--- src/rtl/hs_stream_sink.sv ---
// Purpose: handshake stream consumer; buffers words, drains on a stall pattern, checks an incrementing sequence.
// Latency: accept-to-pop >= 1 cycle (no fall-through); err_o/counters update one cycle after the pop.
// Backpressure: rdy_to_send only in RUN and when not full (or full with a pop); HS_SINK_DUP_DETECT_EN enables repeat counting.
module hs_stream_sink #(
    parameter int WIDTH = 32,
    parameter int DEPTH = 4,
    parameter int START = 8,
    parameter int CNT_W = 16
) (
    input  logic                     clk,
    input  logic                     rst,
    input  logic                     en_i,
    input  logic [WIDTH-1:0]         data_i,
    output logic                     rdy_to_send,
    input  logic                     chk_en,
    input  logic [7:0]               stall_mask,
    output logic [$clog2(DEPTH):0]   fifo_level,
    output logic [WIDTH-1:0]         last_data,
    output logic [CNT_W-1:0]         rx_cnt,
    output logic [CNT_W-1:0]         err_cnt,
    output logic [CNT_W-1:0]         dup_cnt,
    output logic                     err_o,
    output logic                     busy
);
    localparam int AW = $clog2(DEPTH);
    localparam int LW = AW + 1;

    typedef enum logic [1:0] {IDLE, RUN, DRAIN} state_t;

    state_t           state, state_nxt;
    logic [WIDTH-1:0] mem [DEPTH];
    logic [AW-1:0]    wr_ptr, rd_ptr;
    logic [2:0]       phase;
    logic [WIDTH-1:0] expected;
    logic [WIDTH-1:0] rd_word;
    logic             empty, full, push, pop;
    logic             is_match, is_dup;

    assign empty   = (fifo_level == '0);
    assign full    = (fifo_level == LW'(DEPTH));
    assign rd_word = mem[rd_ptr];
    assign busy    = (state != IDLE);

    // Reset gates the handshake so a word offered during reset is never seen as transferred.
    assign pop         = !rst && !empty && (state != IDLE) && !stall_mask[phase];
    assign rdy_to_send = !rst && (state == RUN) && (!full || pop);
    assign push        = en_i && rdy_to_send;

    assign is_match = (rd_word == expected);
`ifdef HS_SINK_DUP_DETECT_EN
    assign is_dup = !is_match && (rd_word == expected - WIDTH'(1));
`else
    assign is_dup = 1'b0;
`endif

    always_comb begin
        state_nxt = state;
        case (state)
            IDLE:    if (chk_en) state_nxt = RUN;
            RUN:     if (!chk_en) state_nxt = DRAIN;
            DRAIN: begin
                if (chk_en)
                    state_nxt = RUN;
                else if (empty && !pop)
                    state_nxt = IDLE;
            end
            default: state_nxt = IDLE;
        endcase
    end

    always_ff @(posedge clk) begin
        if (push)
            mem[wr_ptr] <= data_i;
    end

    always_ff @(posedge clk) begin
        if (rst) begin
            state      <= IDLE;
            wr_ptr     <= '0;
            rd_ptr     <= '0;
            fifo_level <= '0;
            phase      <= '0;
            expected   <= WIDTH'(START);
            last_data  <= '0;
            rx_cnt     <= '0;
            err_cnt    <= '0;
            err_o      <= 1'b0;
        end else begin
            state <= state_nxt;
            phase <= phase + 3'd1;
            err_o <= 1'b0;
            if (push)
                wr_ptr <= wr_ptr + AW'(1);
            if (pop)
                rd_ptr <= rd_ptr + AW'(1);
            case ({push, pop})
                2'b10:   fifo_level <= fifo_level + LW'(1);
                2'b01:   fifo_level <= fifo_level - LW'(1);
                default: ;
            endcase
            if (pop) begin
                last_data <= rd_word;
                if (rx_cnt != '1)
                    rx_cnt <= rx_cnt + CNT_W'(1);
                if (is_match) begin
                    expected <= expected + WIDTH'(1);
                end else if (!is_dup) begin
                    // Resync so a single gap costs one error, not a cascade.
                    if (err_cnt != '1)
                        err_cnt <= err_cnt + CNT_W'(1);
                    err_o    <= 1'b1;
                    expected <= rd_word + WIDTH'(1);
                end
            end
        end
    end

`ifdef HS_SINK_DUP_DETECT_EN
    always_ff @(posedge clk) begin
        if (rst)
            dup_cnt <= '0;
        else if (pop && is_dup && dup_cnt != '1)
            dup_cnt <= dup_cnt + CNT_W'(1);
    end
`else
    assign dup_cnt = '0;
`endif

endmodule

--- config.mk ---
export PLATFORM = sky130hd
export DESIGN_NAME = hs_stream_sink
export DESIGN_NICKNAME = d
export VERILOG_FILES = /design/src/rtl/hs_stream_sink.sv
export SDC_FILE = /design/constraint.sdc
export NUM_CORES = 1
export LEC_CHECK = 0
export CAP_MARGIN = 15
export CORE_UTILIZATION = 45
export DETAILED_ROUTE_END_ITERATION = 12
export GPL_TIMING_DRIVEN = 0
export PLACE_DENSITY = 0.67
export SLEW_MARGIN = 20
export SYNTH_ARGS = -nofsm -noshare
export SYNTH_HDL_FRONTEND = slang
export SYNTH_SLANG_ARGS = --single-unit
--- constraint.sdc ---
create_clock -name clk -period 4.77 [get_ports clk]
set_input_delay 0.954 -clock clk [delete_from_list [all_inputs] [get_ports clk]]
set_output_delay 0.954 -clock clk [all_outputs]
set_load 0.01 [all_outputs]
==> flow_results.xml <==
<?xml version="1.0" encoding="UTF-8"?>
<metrics>
  <group name="pwr">
    <metric name="vdd_drop_max" unit="mV">0.254</metric>
    <metric name="comb_power_share" unit="">0.038</metric>
    <metric name="power.switching_fraction" unit="">0.203</metric>
    <metric name="power_leakage" unit="nW">4.07</metric>
    <metric name="pwr-share-seq" unit="">0.507</metric>
    <metric name="power.density" unit="mW/mm^2">338</metric>
    <metric name="p_clk_frac" unit="">0.456</metric>
    <metric name="power.internal" unit="W">0.00344</metric>
    <metric name="p_sw" unit="W">0.000874</metric>
  </group>
  <group name="critical_path">
    <metric name="cp.buffers_inverters" unit="">3</metric>
    <metric name="worst_path_dominant_cell_family" unit="">buffers and inverters</metric>
    <metric name="reg2reg_from" unit="">phase[0]</metric>
    <metric name="timing.critical_path.fanout_max" unit="">10</metric>
    <metric name="regToRegEndpoint" unit="">fifo_level[2]</metric>
    <metric name="crit_arrival" unit="ns">3.65</metric>
    <metric name="crit_path_cell_trace" unit="">clkdlybuf4s50_1 &gt; mux4_2 &gt; mux2_2 &gt; or2_1 &gt; buf_2 &gt; a311oi_4 &gt; clkdlybuf4s50_1</metric>
    <metric name="timing.critical_path.required" unit="ns">3.82</metric>
    <metric name="slowest_delay" unit="ns">0.61</metric>
    <metric name="worstRegToRegCells" unit="">12</metric>
    <metric name="setup.worst_path.end_class" unit="">output pin</metric>
    <metric name="critPathSlowestCell" unit="">sky130_fd_sc_hd__clkdlybuf4s50_1</metric>
    <metric name="cp-start-kind" unit="">input pin</metric>
    <metric name="cpMostUsedCell" unit="">sky130_fd_sc_hd__clkdlybuf4s50_1</metric>
    <metric name="setup.reg_to_reg.worst_slack" unit="ns">0.90</metric>
    <metric name="timing_worst_setup_path_type" unit="">input pin to output pin</metric>
  </group>
  <group name="sta">
    <metric name="slew_headroom" unit="">0.429</metric>
    <metric name="slew_violations" unit="">0</metric>
    <metric name="max_slew.worst_pin.slew" unit="ns">0.856</metric>
    <metric name="maxClockFrequency" unit="GHz">0.217</metric>
    <metric name="rsz0062_at_grt" unit="">false</metric>
    <metric name="period_share" unit="">0.965</metric>
    <metric name="finalWorstPathRequiredPeriod" unit="ns">4.60</metric>
    <metric name="timing.setup.tns" unit="ns">0</metric>
    <metric name="hold_viol" unit="">0</metric>
    <metric name="finalSetupViolations" unit="">0</metric>
    <metric name="timing.hold.ws" unit="ns">0.453</metric>
    <metric name="worst_clock_skew" unit="ns">0.0144</metric>
  </group>
  <group name="routing">
    <metric name="vias" unit="">6685</metric>
    <metric name="detailedRoute.firstPassIterationCount" unit="">5</metric>
    <metric name="route.antenna.remaining_nets" unit="">0</metric>
    <metric name="via_per_inst" unit="">5.26</metric>
    <metric name="detail_route.iter0.violations" unit="">347</metric>
    <metric name="wl_per_cell" unit="um">18.3</metric>
    <metric name="drcViolationCount" unit="">0</metric>
    <metric name="drt_wl_total" unit="um">23300</metric>
  </group>
  <group name="global_routing">
    <metric name="overflow" unit="">0</metric>
    <metric name="antenna_found_initial" unit="">0</metric>
    <metric name="met1_usage" unit="">0.278</metric>
    <metric name="wire_length_of_the_first_global_routing_pass" unit="um">36600</metric>
    <metric name="grt_start_max_net_pins" unit="">28</metric>
    <metric name="grt_usage" unit="">0.201</metric>
    <metric name="use_met3" unit="">0.0315</metric>
    <metric name="first_global_vias" unit="">6450</metric>
    <metric name="met2_usage" unit="">0.329</metric>
    <metric name="gr-max-usage-layer" unit="">met2</metric>
  </group>
  <group name="clock_network">
    <metric name="cts_buffer_depth" unit="">3</metric>
    <metric name="cts_tree" unit="">yes</metric>
    <metric name="cts_inserted_buffers" unit="">25</metric>
    <metric name="post_cts.resized_instances" unit="">0</metric>
    <metric name="postCtsSetupRepairBufs" unit="">0</metric>
    <metric name="ctsHoldBuffers" unit="">0</metric>
    <metric name="clock_latency" unit="ns">0.52</metric>
    <metric name="clock_sink_count" unit="">239</metric>
    <metric name="clk_root_buffer_cell" unit="">sky130_fd_sc_hd__clkbuf_16</metric>
    <metric name="path_clk_slew" unit="ns">0.06</metric>
    <metric name="clock_tree.htree_level_count" unit="">1</metric>
  </group>
  <group name="job">
    <metric name="max_cap_violations" unit="">0</metric>
  </group>
  <group name="placed_design">
    <metric name="globalplace.congestion" unit="">0.813</metric>
    <metric name="io_buffers" unit="">113</metric>
    <metric name="dp_hpwl" unit="um">16200</metric>
  </group>
  <group name="yosys">
    <metric name="async_reset_ff_frac" unit="">0</metric>
    <metric name="synth_enable_flop_cells" unit="">128</metric>
    <metric name="syn_area_per_cell" unit="sq um">12.7</metric>
    <metric name="post-synth-top-area-cell" unit="">sky130_fd_sc_hd__edfxtp_1</metric>
    <metric name="synthesis.instances" unit="">813</metric>
    <metric name="yosysSeqAreaShare" unit="">0.590</metric>
    <metric name="ys.warnings.count" unit="">0</metric>
    <metric name="synth_largest_type_area_fraction" unit="">0.374</metric>
    <metric name="ys_types" unit="">53</metric>
    <metric name="synth_top_cells_by_area" unit="">sky130_fd_sc_hd__edfxtp_1, sky130_fd_sc_hd__dfxtp_1, sky130_fd_sc_hd__mux4_2</metric>
    <metric name="ff_latch_count_synth" unit="">239</metric>
    <metric name="synth_area" unit="sq mm">0.0103</metric>
    <metric name="ys.flop_type" unit="">sky130_fd_sc_hd__edfxtp_1</metric>
  </group>
  <group name="floorplanning">
    <metric name="floorplan.core_area" unit="sq mm">0.0221</metric>
    <metric name="design.portCount" unit="">130</metric>
    <metric name="placement_row_count" unit="">54</metric>
    <metric name="initial_core_util" unit="">0.466</metric>
    <metric name="dieHeight" unit="um">153</metric>
    <metric name="die-area" unit="sq mm">0.0235</metric>
    <metric name="die_w" unit="um">153</metric>
  </group>
  <group name="hold_path">
    <metric name="hp-class" unit="">register to register</metric>
    <metric name="holdCritStartpoint" unit="">last_data[28]</metric>
    <metric name="whs_endpoint" unit="">last_data[28]</metric>
    <metric name="timing.hold.worst_path_depth" unit="">2</metric>
  </group>
  <group name="final_layout">
    <metric name="antenna-diode-count" unit="">0</metric>
    <metric name="drive_above_1_share" unit="">0.142</metric>
    <metric name="layout.cells.most_common" unit="">sky130_fd_sc_hd__edfxtp_1</metric>
    <metric name="area_delta_synth_final" unit="%">24.0</metric>
    <metric name="final_net_count" unit="">1027</metric>
    <metric name="most_frequent_cells_in_the_layout" unit="">sky130_fd_sc_hd__edfxtp_1, sky130_fd_sc_hd__clkdlybuf4s50_1, sky130_fd_sc_hd__dfxtp_1, sky130_fd_sc_hd__nand2_1, sky130_fd_sc_hd__nor2_1</metric>
  </group>
  <group name="status">
    <metric name="outcome" unit="">finished, final reports clean</metric>
  </group>
</metrics>
## layout make-up
| class | count | area [sq um] |
|---|---|---|
| fill | 1843 | 9340 |
| sequential | 239 | 6070 |
| multi-input combinational | 519 | 3890 |
| timing repair buffer | 117 | 1210 |
| clock buffer | 38 | 744 |
| tap | 280 | 350 |
| buffer | 52 | 322 |
| clock inverter | 8 | 98.8 |
| inverter | 18 | 67.6 |
## worst max-delay path by stage
stage                  startpoint            end  depth (start not counted)
finish              stall_mask[3]    rdy_to_send                          7
global route        stall_mask[3]    rdy_to_send                          7
CTS                 stall_mask[3]    rdy_to_send                          7
detailed placement  stall_mask[3]  fifo_level[2]                         13
global placement    stall_mask[3]      mem[0][5]                          7
floorplan           stall_mask[7]      mem[0][0]                          6
## kinds of logic after synthesis
| group | count (synthesis) | synth area share |
|---|---|---|
| other | 1 | 0.000365 |
| flip-flops | 239 | 0.590 |
| adder cells (fa/ha/maj) | 11 | 0.0141 |
| AO/OA/AOI/OAI | 89 | 0.0667 |
| buffers and inverters | 70 | 0.0378 |
| XOR/XNOR | 87 | 0.0741 |
| multiplexers | 47 | 0.0875 |
| AND/OR/NAND/NOR | 269 | 0.130 |
## registers in the layout, summed over array words and instances (netlist names), named ones only
name        flops
err_cnt        16
state           2
rx_cnt         16
last_data      32
rd_ptr          2
expected       32
mem           128
phase           3
err_o           1
fifo_level      3
wr_ptr          2
## worst reg2reg max path: cells and delay by family (launching register included)
kind                     cells  cell delay, ns
AO/OA/AOI/OAI                1            0.14
XOR/XNOR                     1            0.16
adder cells (fa/ha/maj)      2            0.62
buffers and inverters        4            1.03
flip-flops                   1            0.43
multiplexers                 2            0.84
AND/OR/NAND/NOR              2            0.57
## per-stage QoR
step	setup WS (ns)	cells	area (sq um)	power [W]	utilization
after floorplan	0.959	828	10300	0.00231	-
after global placement	-0.280	1221	11800	0.00239	0.535
after detailed placement	0.0218	1225	11900	0.00239	0.539
after CTS	0.147	1271	12800	0.00435	0.577
after global routing	0.0535	1271	12800	0.00445	0.577
final	0.165	1271	12800	0.00431	0.577
## Yosys cell counts (3+ instances only)
library cell and number:
sky130_fd_sc_hd__clkbuf_1 21, sky130_fd_sc_hd__mux2i_1 10, sky130_fd_sc_hd__o21ai_0 4, sky130_fd_sc_hd__buf_6 5, sky130_fd_sc_hd__nor4_4 3, sky130_fd_sc_hd__ha_1 10
sky130_fd_sc_hd__dfxtp_1 111, sky130_fd_sc_hd__and4_1 5, sky130_fd_sc_hd__nand4_1 22, sky130_fd_sc_hd__edfxtp_1 128, sky130_fd_sc_hd__buf_1 3, sky130_fd_sc_hd__a211oi_2 4
sky130_fd_sc_hd__buf_4 18, sky130_fd_sc_hd__buf_2 4, sky130_fd_sc_hd__and3_1 11, sky130_fd_sc_hd__nor2_1 77, sky130_fd_sc_hd__a21oi_1 38, sky130_fd_sc_hd__mux4_2 34
sky130_fd_sc_hd__mux2_2 3, sky130_fd_sc_hd__inv_1 17, sky130_fd_sc_hd__a211oi_1 25, sky130_fd_sc_hd__a2111oi_2 7, sky130_fd_sc_hd__nand2b_1 5, sky130_fd_sc_hd__xnor2_1 63
sky130_fd_sc_hd__xor2_1 24, sky130_fd_sc_hd__and2_1 4, sky130_fd_sc_hd__or3_1 7, sky130_fd_sc_hd__nand3_1 17, sky130_fd_sc_hd__nand2_1 94, sky130_fd_sc_hd__nor3_1 9
## power groups by stage
stage,Clock [W],Combinational (W),Sequential [W]
3_5_place_dp,0,0.000162,0.00223
4_1_cts,0.00200,0.000163,0.00219
3_3_place_gp,0,0.000160,0.00223
5_1_grt,0.00209,0.000176,0.00219
6_report,0.00197,0.000162,0.00219
2_1_floorplan,0,0.0000825,0.00223
## metal layers
layer,part of all wire,vias up
met5,0,-
met2,0.47,180
met1,0.46,3223
met4,0.022,0
met3,0.049,38
li1,-,3244
No activity file was read; power rests on OpenSTA's default activity.
